File: src/rtl/regfile_port_ctrl.sv
// Write/display port arbiter for the 32x32 register file: post-reset clear, core pass-through,
// 4-phase debug access and board display scanning. Define REGFILE_INIT_EN to enable the clear.
module regfile_port_ctrl #(
    parameter int unsigned ADDR_W   = 5,
    parameter int unsigned DATA_W   = 32,
    parameter int unsigned SCAN_DIV = 50000000
) (
    input  logic              clk,
    input  logic              rst,
    input  logic              core_regWrite,
    input  logic [ADDR_W-1:0] core_rd,
    input  logic [DATA_W-1:0] core_writeData,
    output logic              core_stall,
    input  logic              dbg_req,
    input  logic              dbg_we,
    input  logic [ADDR_W-1:0] dbg_addr,
    input  logic [DATA_W-1:0] dbg_wdata,
    output logic              dbg_ack,
    output logic [DATA_W-1:0] dbg_rdata,
    output logic              rf_regWrite,
    output logic [ADDR_W-1:0] rf_rd,
    output logic [DATA_W-1:0] rf_writeData,
    output logic [ADDR_W-1:0] rf_displaySelect,
    input  logic [DATA_W-1:0] rf_displayData,
    input  logic              scan_en,
    input  logic [ADDR_W-1:0] manual_select,
    output logic [ADDR_W-1:0] display_index,
    output logic              init_done
);

    localparam int unsigned ScanW = (SCAN_DIV > 1) ? $clog2(SCAN_DIV) : 1;
    localparam logic [ScanW-1:0] ScanMax = ScanW'(SCAN_DIV - 1);

    typedef enum logic [1:0] {StInit, StRun, StDbgAcc, StDbgWait} state_e;

    state_e            state_q;
    logic [ADDR_W-1:0] init_cnt_q;
    logic [ScanW-1:0]  scan_cnt_q;
    logic [ADDR_W-1:0] scan_idx_q;
    logic              scan_en_q;

    always_comb begin
        core_stall       = 1'b0;
        rf_regWrite      = core_regWrite;
        rf_rd            = core_rd;
        rf_writeData     = core_writeData;
        rf_displaySelect = scan_en ? scan_idx_q : manual_select;
        unique case (state_q)
            StInit: begin
                core_stall   = 1'b1;
                rf_regWrite  = 1'b1;
                rf_rd        = init_cnt_q;
                rf_writeData = '0;
            end
            StDbgAcc: begin
                core_stall       = 1'b1;
                rf_displaySelect = dbg_addr;
                // x0 is never written, but the access is still acknowledged
                rf_regWrite      = dbg_we && (dbg_addr != '0);
                rf_rd            = dbg_addr;
                rf_writeData     = dbg_wdata;
            end
            default: ;
        endcase
    end

    always_ff @(posedge clk) begin
        if (rst) begin
`ifdef REGFILE_INIT_EN
            state_q <= StInit;
`else
            state_q <= StRun;
`endif
            init_cnt_q    <= ADDR_W'(1);
            scan_cnt_q    <= '0;
            scan_idx_q    <= '0;
            scan_en_q     <= 1'b0;
            dbg_ack       <= 1'b0;
            dbg_rdata     <= '0;
            display_index <= '0;
            init_done     <= 1'b0;
        end else begin
            dbg_ack   <= 1'b0;
            scan_en_q <= scan_en;
`ifndef REGFILE_INIT_EN
            init_done <= 1'b1;
`endif
            if (state_q != StInit) begin
                if (scan_en_q && !scan_en) begin
                    scan_cnt_q <= '0;
                    scan_idx_q <= '0;
                end else if (scan_cnt_q == ScanMax) begin
                    scan_cnt_q <= '0;
                    scan_idx_q <= scan_idx_q + ADDR_W'(1);
                end else begin
                    scan_cnt_q <= scan_cnt_q + ScanW'(1);
                end
            end
            if (state_q == StRun || state_q == StDbgWait) begin
                display_index <= rf_displaySelect;
            end
            unique case (state_q)
                StInit: begin
                    init_cnt_q <= init_cnt_q + ADDR_W'(1);
                    if (init_cnt_q == '1) begin
                        state_q   <= StRun;
                        init_done <= 1'b1;
                    end
                end
                StRun: begin
                    if (dbg_req) state_q <= StDbgAcc;
                end
                StDbgAcc: begin
                    // Display port points at dbg_addr, so this is the pre-write value
                    dbg_rdata <= rf_displayData;
                    dbg_ack   <= 1'b1;
                    state_q   <= StDbgWait;
                end
                StDbgWait: begin
                    if (!dbg_req) state_q <= StRun;
                end
                default: state_q <= StRun;
            endcase
        end
    end

endmodule

File: config.mk
export PLATFORM = sky130hd
export DESIGN_NAME = regfile_port_ctrl
export DESIGN_NICKNAME = d
export VERILOG_FILES = /design/src/rtl/regfile_port_ctrl.sv
export SDC_FILE = /design/constraint.sdc
export NUM_CORES = 1
export LEC_CHECK = 0
export CAP_MARGIN = 5
export CORE_MARGIN = 4
export CORE_UTILIZATION = 35
export DETAILED_ROUTE_END_ITERATION = 7
export MAX_ROUTING_LAYER = met4
export PLACE_DENSITY_LB_ADDON = 0.12
export SYNTH_ARGS = -nofsm -noshare
export SYNTH_HDL_FRONTEND = slang
export SYNTH_SLANG_ARGS = --single-unit
File: constraint.sdc
create_clock -name clk -period 2.6 [get_ports clk]
set_clock_uncertainty 0.2 [all_clocks]
set_input_delay 0.39 -clock clk [delete_from_list [all_inputs] [get_ports clk]]
set_output_delay 0.39 -clock clk [all_outputs]
set_load 0.1 [all_outputs]
Word level (Yosys, flattened, before mapping):

Cells that the tools add are included.

* $add $sub $neg: 3
* eq/ne operators: 8
* multiplexer cells: 16
* reduce and logical (&&, ||, !) cells: 11

Operator list (count)
* $pmux 32 s2: 1
* $mux 26: 2
* $add 26x1->26 const B: 1
* $eq 26x26->1 const B: 1
* $mux 5: 4
* $add 5x1->5 const B: 2
* $pmux 5 s2: 1
* $pmux 2 s4: 1
* $mux 2: 3
* $ne 2x2->1 const B: 3
* $eq 5x5->1 const B: 1
* $reduce_bool 5->1: 1
* $eq 2x2->1 const B: 2
* $reduce_bool 2->1: 2
* $mux 1: 3
* $reduce_and 3->1: 1
* $eq 2x1->1 const B: 1
* $logic_and 1x1->1: 2
* $logic_not 2->1: 1
* $pmux 1 s2: 1
* $reduce_and 2->1: 1
* $reduce_or 2->1: 1
* $logic_not 1->1: 1
* $logic_or 1x1->1: 1

* register bits: 78
* bits of input ports: 117
* output and inout bits: 83
* logic and storage cells: 47

Depth between registers and ports, before layout:

* depth after elaboration: 4
* depth in mapped cells: 9
* mapped depth without buffers: 7

Worst setup path before layout:

OpenSTA, ideal clock, no wires.

* path kind: register -> register
* from: reg state_q[0]
* to: reg display_index[0]
* setup time: 0.076 ns
* arrival: 3.542 ns
* data required time: 2.324 ns
* path slack: -1.218 ns
* stages on the path, launching flop included: 7
* buffers on the path: 1
* clock period less this slack: 3.818 ns
* path through: dfxtp_1 -> inv_1 -> ha_1 -> clkbuf_1 -> o21ai_0 -> o21ai_0 -> a21oi_1

* longest elaborated chain between the ends: 2
* elaborated cells between the ends (all ways): 5
* those cells by class: eq/ne (3); mux (1); reduce/logical (1)

RTL lines
* start, declared: RTL line 36 `state_e state_q;`
* start signal, assigned: RTL line 72 `state_q <= StRun;`
* start signal, assigned: RTL line 106 `state_q <= StRun;`
* start signal, assigned: RTL line 111 `if (dbg_req) state_q <= StDbgAcc;`
* $eq 2x2->1: RTL line 48 `unique case (state_q)`
* $mux 5: RTL line 48
* named net rf_displaySelect[0]: RTL line 23 `output logic [ADDR_W-1:0] rf_displaySelect,`
* end signal, assigned: RTL line 100 `display_index <= rf_displaySelect;`
* end, declared: RTL line 27 `output logic [ADDR_W-1:0] display_index,`

The timed path passes the listed nets, and every way through them passes these cells.
A chain may end at the register's enable or synchronous reset.

Worst setup path after layout:

* from: in dbg_addr[1]
* to: out rf_regWrite

* longest elaborated chain between the ends: 3

RTL lines
* start, declared: RTL line 16 `input logic [ADDR_W-1:0] dbg_addr,`
* $reduce_bool 5->1: RTL line 59 `rf_regWrite = dbg_we && (dbg_addr != '0);`
* $logic_and 1x1->1: RTL line 59
* $pmux 1 s2: RTL line 48
* end, declared: RTL line 20 `output logic rf_regWrite,`

Every way passes these cells.

==> impl_metrics.csv <==
group,metric,value,unit
clocking,cts_hold_buf,0,
global_routing,grt_first_pass_wirelength,20680,um
logic_synthesis,yosysMostFrequentCell,"dfxtp_1",
detailed_routing,drt-wirelength-per-cell,16.88,um
worst_setup_path,crit_fanout,2,
layout,post-route-util,62.50,%
worst_setup_path,path_cells,"clkdlybuf4s50_1, or4_1, o21ai_0, buf_4, o21ai_2, buf_12",
logic_synthesis,synth_top_area_share,40.08,%
die,initial_core_util,35.78,%
clocking,clock_tree.root_cell,"clkbuf_8",
detailed_routing,firstDrtPassIters,4,
logic_synthesis,ys_warn_count,0,
worst_setup_path,worstPathArrival,1910,ps
detailed_routing,detail-route-antenna-nets,0,
pwr,power,7.846,mW
sta,finalSetupTns,0,ps
global_routing,antenna_found_initial,0,
pwr,leakage,2.721,nW
sta,rsz0062_at_grt,"no",
worst_setup_path,path_depth,6,
logic_synthesis,synth_cells,438,
detailed_routing,detail_route.wirelength,13160,um
layout,antennaDiodeCount,0,
global_routing,grtUsageTotal,20.69,%
detailed_routing,routed_via_density,4.963,
detailed_routing,drtIter0Drc,190,
hold_path,whs_path_depth,2,
sta,drv_slew,0,
worst_setup_path,crit_type,"in2out",
placement,place_inst,761,
sta,fin_crit,2499,ps
die,die_x,113.5,um
detailed_routing,vias,3871,
status,status,"completed",
worst_setup_path,crit_buf_inv,3,
layout,finalNonFillerCells,780,
die,dieHeight,113.5,um
clocking,cts_tree,"built",
logic_synthesis,ys_seq_area_share,40.08,%
sta,hold_violations,0,
die,core_area,10890,um2
logic_synthesis,synth_area_per_cell,8.896,um2
clocking,clk_pin_slew,70,ps
logic_synthesis,yosys.area.top_type,"dfxtp_1",
worst_setup_path,start_kind,"input pin",
hold_path,min_path_type,"in2reg",
worst_setup_path,cp.required,2010,ps
layout,fillerInstances,929,
placement,portBuffers,199,
placement,place.detailed.hpwl,10180,um
global_routing,grt_pass1_vias,3999,
logic_synthesis,ys.flop_type,"dfxtp_1",
die,rows,38,
logic_synthesis,ys_top_cells_by_count,"dfxtp_1 (78), nor2_1 (65), mux2i_1 (41)",
clocking,cts_sinks,78,
clocking,clk_path_buf_depth,2,
flow_run,maxCapViolations,0,
global_routing,grt_max_degree,59,
logic_synthesis,synth-seq-cells,78,
logic_synthesis,async_reset_ff_share,0,%
logic_synthesis,syn_area,3896,um2
pwr,ir_worst_vdd,819.0,uV
logic_synthesis,synth_area_leaders,"dfxtp_1 (40%), mux2i_1 (11%), a22o_1 (7.2%)",
layout,drive_gt1_share,27.19,%
worst_setup_path,cp_top_family,"buffers and inverters",
clocking,htreeDepth,3,
die,ios,200,
sta,setup_viol,0,
sta,slew_headroom,58.69,%
global_routing,grt_overflow,0,
layout,final_nets,762,
logic_synthesis,synth.distinct_cells,53,
worst_setup_path,max_stage_delay,520,ps
logic_synthesis,synth_nets,565,
worst_setup_path,critPathSlowestCell,"or4_1",
sta,max_freq,0.4001,GHz
worst_setup_path,worstRegToRegCells,7,
logic_synthesis,synth-edff-count,0,
layout,area_delta_synth_final,74.66,%
sta,min_period_over_period,96.13,%
die,die-area,12880,um2
worst_setup_path,end_kind,"primary output",
pwr,p_per_area,1153,nW/um2
placement,gp_congestion,0.8470,
sta,worst_pin_slew,619.7,ps
clocking,clkLatencyLatePin,350,ps
clocking,cts_made_buffers,9,
detailed_routing,drc,0,
[repair_timing]
item	4_1_cts	5_1_grt
gates resized for setup	7	2
cloned	1	0
endpoints found under the setup margin	42	5
setup buffers	2	0
pin swaps	1	1
[state kept, by name, indices dropped and copies added (netlist names)]
signal / cells
dbg_ack: 1
dbg_rdata: 32
display_index: 5
init_cnt_q: 5
init_done: 1
scan_cnt_q: 26
scan_en_q: 1
scan_idx_q: 5
state_q: 2
[layout by cell type, fill, tap and decap left out, types with 3 or more instances in the layout]
cell type,count
xor2_1,7
dfxtp_1,76
o21ai_0,14
nor3_1,4
a31oi_1,4
a21oi_1,16
nand4_1,7
or4_1,3
mux2i_1,41
o21ai_1,5
and3_1,4
buf_12,46
buf_4,48
nand2_1,34
nor2b_1,4
clkbuf_8,9
clkinvlp_4,3
nor4_1,3
a22o_4,6
nor2_1,64
clkdlybuf4s50_1,115
xnor2_1,13
inv_1,8
nand3_4,4
and2_1,3
nand3b_1,3
ha_1,8
a22o_2,26
nand3_1,13
[layer usage]
metal  vias up  wire length (um)  track usage [%]
met3        14               712            6.154
met2        92              6818            34.24
met4         0               170            4.087
li1       1948                 -                -
met5         -                 0                -
met1      1817              5462            25.17
[report_power, final]
group | internal [mW] | switching [mW] | total [mW]
combinational | 1.94 | 3.59 | 5.53
clock | 0.450 | 0.460 | 0.910
sequential | 1.31 | 0.0949 | 1.40
[worst paths after layout]
path	startpoint	end	slack, ps
max	dbg_addr[1]	rf_regWrite	100
min	rst	init_done$_DFF_P_	170
max reg2reg	state_q[1]$_SDFFE_PP0P_	scan_cnt_q[23]$_SDFFE_PP0P_	320
min reg2reg	display_index[3]$_SDFFE_PP0P_	display_index[3]$_SDFFE_PP0P_	260
[through the flow]
step | hold slack, ps | setup slack, ps | area [um2]
2_1_floorplan | 257.1 | -376.0 | 4036
3_3_place_gp | 242.5 | 66.45 | 6541
3_5_place_dp | 253.0 | 104.6 | 6541
4_1_cts | 156.2 | 20.22 | 6805
5_1_grt | 164.8 | 28.16 | 6805
6_report | 174.3 | 100.6 | 6805
[cells by family (layout without fill, tap and decap cells)]
| logic type | Yosys count | in the layout | synth area share (%) |
|---|---|---|---|
| muxes | 41 | 41 | 10.53 |
| DFF | 78 | 78 | 40.08 |
| adders and majority gates | 10 | 10 | 3.211 |
| AOI/OAI and AO/OA | 78 | 78 | 13.84 |
| and+or+nand+nor | 175 | 175 | 23.92 |
| buffers and inverters | 36 | 238 | 3.917 |
| xor gates and xnor gates | 20 | 20 | 4.496 |
[cell type report]
type / instances / area, um2 / area share, %
clock buffer: 10 / 127.6 / 1.875
clock inverter: 6 / 70.07 / 1.030
inverter: 10 / 37.54 / 0.5516
multi-input combinational: 324 / 2355 / 34.60
sequential: 78 / 1564 / 22.98
tap: 140 / 175.2 / 2.574
timing repair buffer: 212 / 2476 / 36.39
Note: power is estimated with default switching activity, not from simulation.
==> edit 1: new RTL, same settings <==
Compare `scan_cnt_q` against `ScanMax` with >= in place of ==.
--- a/src/rtl/regfile_port_ctrl.sv
+++ b/src/rtl/regfile_port_ctrl.sv
@@ -89,7 +89,7 @@
                 if (scan_en_q && !scan_en) begin
                     scan_cnt_q <= '0;
                     scan_idx_q <= '0;
-                end else if (scan_cnt_q == ScanMax) begin
+                end else if (scan_cnt_q >= ScanMax) begin
                     scan_cnt_q <= '0;
                     scan_idx_q <= scan_idx_q + ADDR_W'(1);
                 end else begin
Check against the original RTL: same outputs for any inputs over 4 cycles, from zero or initial values and one cycle with rst high; that may be too few to reach the edited logic, so the function may still have changed.
==> edit 1 against the unedited design <==
  * Power up 3.7%
  * Largest power group unchanged
  * Routed wire length grew 3.9%
  * Clock power is 14% higher
  * Setup slack better by 0.0059 ns
  * Sequential cell count is the same
  * Sequential share of layout area grew 0.16 points
  * Synthesized area down 2.9%
  * Cell area shrank 0.39%
  * First-iteration DRC count rose by 12%
==> edit 1: results <==
export IMPL_status="finished clean"
export IMPL_antenna_found_initial=0
export IMPL_reg_largest_list="dbg_rdata (32), scan_cnt_q (26)"
export IMPL_synth_area_leaders="dfxtp_1 (41%), mux2i_1 (11%), a22o_1 (7.4%), nor2_1 (7.0%), xor2_1 (4.9%)"
export IMPL_cp_endpoint="rf_rd[0]"
export IMPL_yosys_area_top_type="dfxtp_1"
export IMPL_ys_warnings_count=0
export IMPL_wl_met2_mm=7.169
export IMPL_ff2ff_setup_slack_ns=0.41
export IMPL_peakVddDrop_v=0.0008305
export IMPL_cp_arrival_ns=1.90
export IMPL_detail_route_iter0_violations=213
export IMPL_synthDistinctLibCells=45
export IMPL_nFillCells=821
export IMPL_portBuffers=199
export IMPL_synthTopCellsByCount="dfxtp_1 (78), nor2_1 (71), mux2i_1 (42)"
export IMPL_globalplace_congestion=0.8606
export IMPL_drive_above_1_share_pct=27.77
export IMPL_dr_max_layer_used="met4"
export IMPL_async_flop_share_pct=0
export IMPL_met1Wirelength_mm=5.615
export IMPL_grt_max_degree=47
export IMPL_clk_pin_slew_ns=0.08
export IMPL_reg2reg_depth=7
export IMPL_synth_fp_nets=541
export IMPL_r2r_start="state_q[0]"
export IMPL_clk_path_buf_depth=2
export IMPL_first_pass_iters=4
export IMPL_grt_pass1_wl_mm=21.19
export IMPL_root_buffer="clkbuf_8"
export IMPL_dp_hpwl_mm=10.49
export IMPL_htree_levels=3
export IMPL_slowest_stage="a221o_2"
export IMPL_hold_start="rst"
export IMPL_cpPeakStageDelay_ns=0.38
export IMPL_finalNonFillerCells=759
export IMPL_dp_slack_ns=0.2195
export IMPL_p_leak_nw=2.816
export IMPL_grt_usage_pct=22.03
export IMPL_grt_pass1_vias=3785
export IMPL_cp_max_fo=10
export IMPL_seq_area_frac_synth_pct=41.26
export IMPL_syn_inst=415
export IMPL_hold_path_class="input port to register"
export IMPL_critPathLaunch="state_q[1]"
export IMPL_antenna_cells=0
export IMPL_worstReg2RegEnd="scan_idx_q[2]"
export IMPL_placedCellCount=736
export IMPL_insertion_delay_ns=0.36
export IMPL_numCtsBuffers=9
export IMPL_vias_per_cell=5.016
export IMPL_dr_wl_met3_um=675
export IMPL_path_delay_family="buffers and inverters"
export IMPL_routed_wirelength_mm=13.68
export IMPL_worst_pin_slew_ns=0.5408
export IMPL_fin_crit_sh_pct=95.91
[edit 1: power by group]
part / switching (mW) / internal [mW]
Combinational: 3.64 / 2.04
Clock: 0.488 / 0.552
Sequential: 0.0965 / 1.32
Total: 4.22 / 3.92
[edit 1: worst min-delay path by stage]
stage / end / slack (ns) / cells after the start
floorplan: scan_idx_q[3] / 0.25 / 2
global placement: display_index[3] / 0.24 / 2
detailed placement: display_index[3] / 0.25 / 2
CTS: init_done / 0.20 / 2
global route: init_done / 0.20 / 2
finish: init_done / 0.21 / 2
[edit 1: kinds of logic (layout without fill, tap and decap cells)]
logic type	Yosys count	in the layout	share of synthesized area, %
AO/OA/AOI/OAI	70	70	14.65
XOR/XNOR	26	26	6.017
adder cells (fa/ha/maj)	9	9	2.975
buffers and inverters	35	243	3.736
flip-flops	78	78	41.26
multiplexers	42	42	11.11
AND/OR/NAND/NOR	155	155	20.26
[edit 1: final cells by class]
type | count | share of cell area (%)
timing repair buffer | 216 | 37.28
multi-input combinational | 302 | 33.04
sequential | 78 | 23.15
tap | 136 | 2.510
clock buffer | 9 | 1.827
clock inverter | 7 | 1.513
inverter | 11 | 0.6829
[edit 1: per-stage QoR]
| step | instance area, µm² | hold slack (ns) |
|---|---|---|
| 2_1_floorplan | 3910 | 0.2547 |
| 3_3_place_gp | 6425 | 0.2429 |
| 3_5_place_dp | 6425 | 0.2451 |
| 4_1_cts | 6771 | 0.1974 |
| 5_1_grt | 6779 | 0.2049 |
| 6_report | 6779 | 0.2101 |
[edit 1: routing by layer]
layer,track usage (%),vias up
li1,-,1875
met1,26.18,1789
met2,38.01,128
met3,4.837,15
met4,5.369,0
met5,-,-
[edit 1: what timing repair did]
action                                  CTS  global route
hold buffers                              0             0
cloned                                    2             0
pin swaps                                 3             0
setup buffers                             4             2
resized for setup                        12             0
endpoints found under the setup margin   40             8
[edit 1: worst reg2reg max path: stages, from the launching register on]
cell,delay [ns]
dfxtp_4,0.39
inv_4,0.05
ha_4,0.19
nand4b_2,0.26
nor4_4,0.37
and3_1,0.26
o22ai_1,0.08
a32o_1,0.28
==> edit 2: new RTL, same settings <==
Made on the original files. Set the parameter `ADDR_W` to 6 (it was 5).
--- a/src/rtl/regfile_port_ctrl.sv
+++ b/src/rtl/regfile_port_ctrl.sv
@@ -1,7 +1,7 @@
 // Write/display port arbiter for the 32x32 register file: post-reset clear, core pass-through,
 // 4-phase debug access and board display scanning. Define REGFILE_INIT_EN to enable the clear.
 module regfile_port_ctrl #(
-    parameter int unsigned ADDR_W   = 5,
+    parameter int unsigned ADDR_W   = 6,
     parameter int unsigned DATA_W   = 32,
     parameter int unsigned SCAN_DIV = 50000000
 ) (
Interface: changed (6 resized); port bits go from 200 to 206. No check against the original RTL was run, so the function may have changed too.
==> edit 2 against the unedited design <==
  * Setup slack worse by 0.098 ns
  * Register-to-register slack got worse by 0.13 ns
  * Critical endpoint unchanged
  * Power up 9.7%
  * Cell area is 5.8% higher
  * Highest routed layer unchanged
  * Sequential cell count is 3 higher
  * Routed wire length increased by 9.6%
  * Synthesized area increased by 3.4%
  * Critical path depth is the same
==> edit 2: results <==
export IMPL_insertion_delay_ns=0.33
export IMPL_routed_wirelength_mm=14.42
export IMPL_placed_area_mm2=0.006768
export IMPL_seq_area_frac_synth_pct=40.25
export IMPL_reg2reg_depth=6
export IMPL_swShare_pct=50.72
export IMPL_synthDistinctLibCells=49
export IMPL_grt_pass1_vias=4049
export IMPL_grt_usage_pct=21.85
export IMPL_drive_above_1_share_pct=27.10
export IMPL_r2r_start="scan_cnt_q[0]"
export IMPL_synthTopCellsByCount="dfxtp_1 (81), nor2_1 (66), nand2_1 (49)"
export IMPL_slowest_stage="or4_4"
export IMPL_ff2ff_setup_slack_ns=0.19
export IMPL_status="finished clean"
export IMPL_wl_met2_mm=7.129
export IMPL_portBuffers=205
export IMPL_worstReg2RegEnd="scan_cnt_q[10]"
export IMPL_synth_area_leaders="dfxtp_1 (40%), mux2i_1 (10%), a22o_1 (7.0%), nor2_1 (6.1%), nand2_1 (4.6%)"
export IMPL_use_met1_pct=25.11
export IMPL_fmax_ghz=0.3850
export IMPL_p_leak_nw=2.857
export IMPL_dp_hpwl_mm=11.23
export IMPL_globalplace_congestion=0.8573
export IMPL_dr_wl_met3_um=889
export IMPL_post_cts_buffers=0
export IMPL_detail_route_iter0_violations=215
export IMPL_cp_arrival_ns=2.01
export IMPL_clk_pin_slew_ns=0.05
export IMPL_nFillCells=899
export IMPL_critPathLaunch="dbg_addr[4]"
export IMPL_synth_fp_nets=593
export IMPL_layout_nets=803
export IMPL_grt_pass1_wl_mm=21.88
export IMPL_grt_use_met2_pct=37.23
[edit 2: worst min path at each step]
stage | cells after the start | end | from | slack (ns)
after floorplan | 2 | scan_idx_q[5] | scan_idx_q[5] | 0.25
after global placement | 2 | display_index[3] | display_index[3] | 0.24
after detailed placement | 2 | display_index[1] | display_index[1] | 0.25
after CTS | 2 | dbg_ack | rst | 0.24
after global routing | 2 | init_cnt_q[3] | rst | 0.26
final | 2 | dbg_ack | rst | 0.25
[edit 2: worst max-delay path: cells and delay by family]
kind	cells	cell delay (ns)
AOI/OAI and AO/OA	1	0.25
buffers and inverters	3	0.75
and+or+nand+nor	2	0.61
[edit 2: cell families after synthesis]
group,synth area share (%)
compound gates,14.41
buf+inv,4.192
mux,10.19
fa+ha+maj,2.795
flops,40.25
simple gates,23.82
xor+xnor,4.348
[edit 2: stage by stage]
stage	instances	util [%]	setup TNS (ns)	hold slack, ns
5_1_grt	819	65.26	-0.03228	0.2618
2_1_floorplan	464	-	-4.612	0.2515
3_5_place_dp	799	61.35	-0.02022	0.2499
6_report	819	65.26	0	0.2505
4_1_cts	815	64.31	0	0.2369
3_3_place_gp	799	61.35	-0.04564	0.2429
[edit 2: final cells by class]
type	instances	share of cell area, %
clock inverter	4	0.7301
tap	140	2.434
sequential	81	22.60
inverter	8	0.4172
multi-input combinational	347	33.48
timing repair buffer	227	36.92
clock buffer	12	3.424
[edit 2: power groups by stage]
| stage | Combinational (mW) | Clock, mW | Sequential [mW] |
|---|---|---|---|
| floorplan | 3.19 | 0 | 1.96 |
| global placement | 5.63 | 0 | 1.46 |
| detailed placement | 5.67 | 0 | 1.47 |
| finish | 5.90 | 1.25 | 1.46 |
| global route | 6.08 | 1.34 | 1.47 |
| CTS | 5.74 | 1.28 | 1.45 |
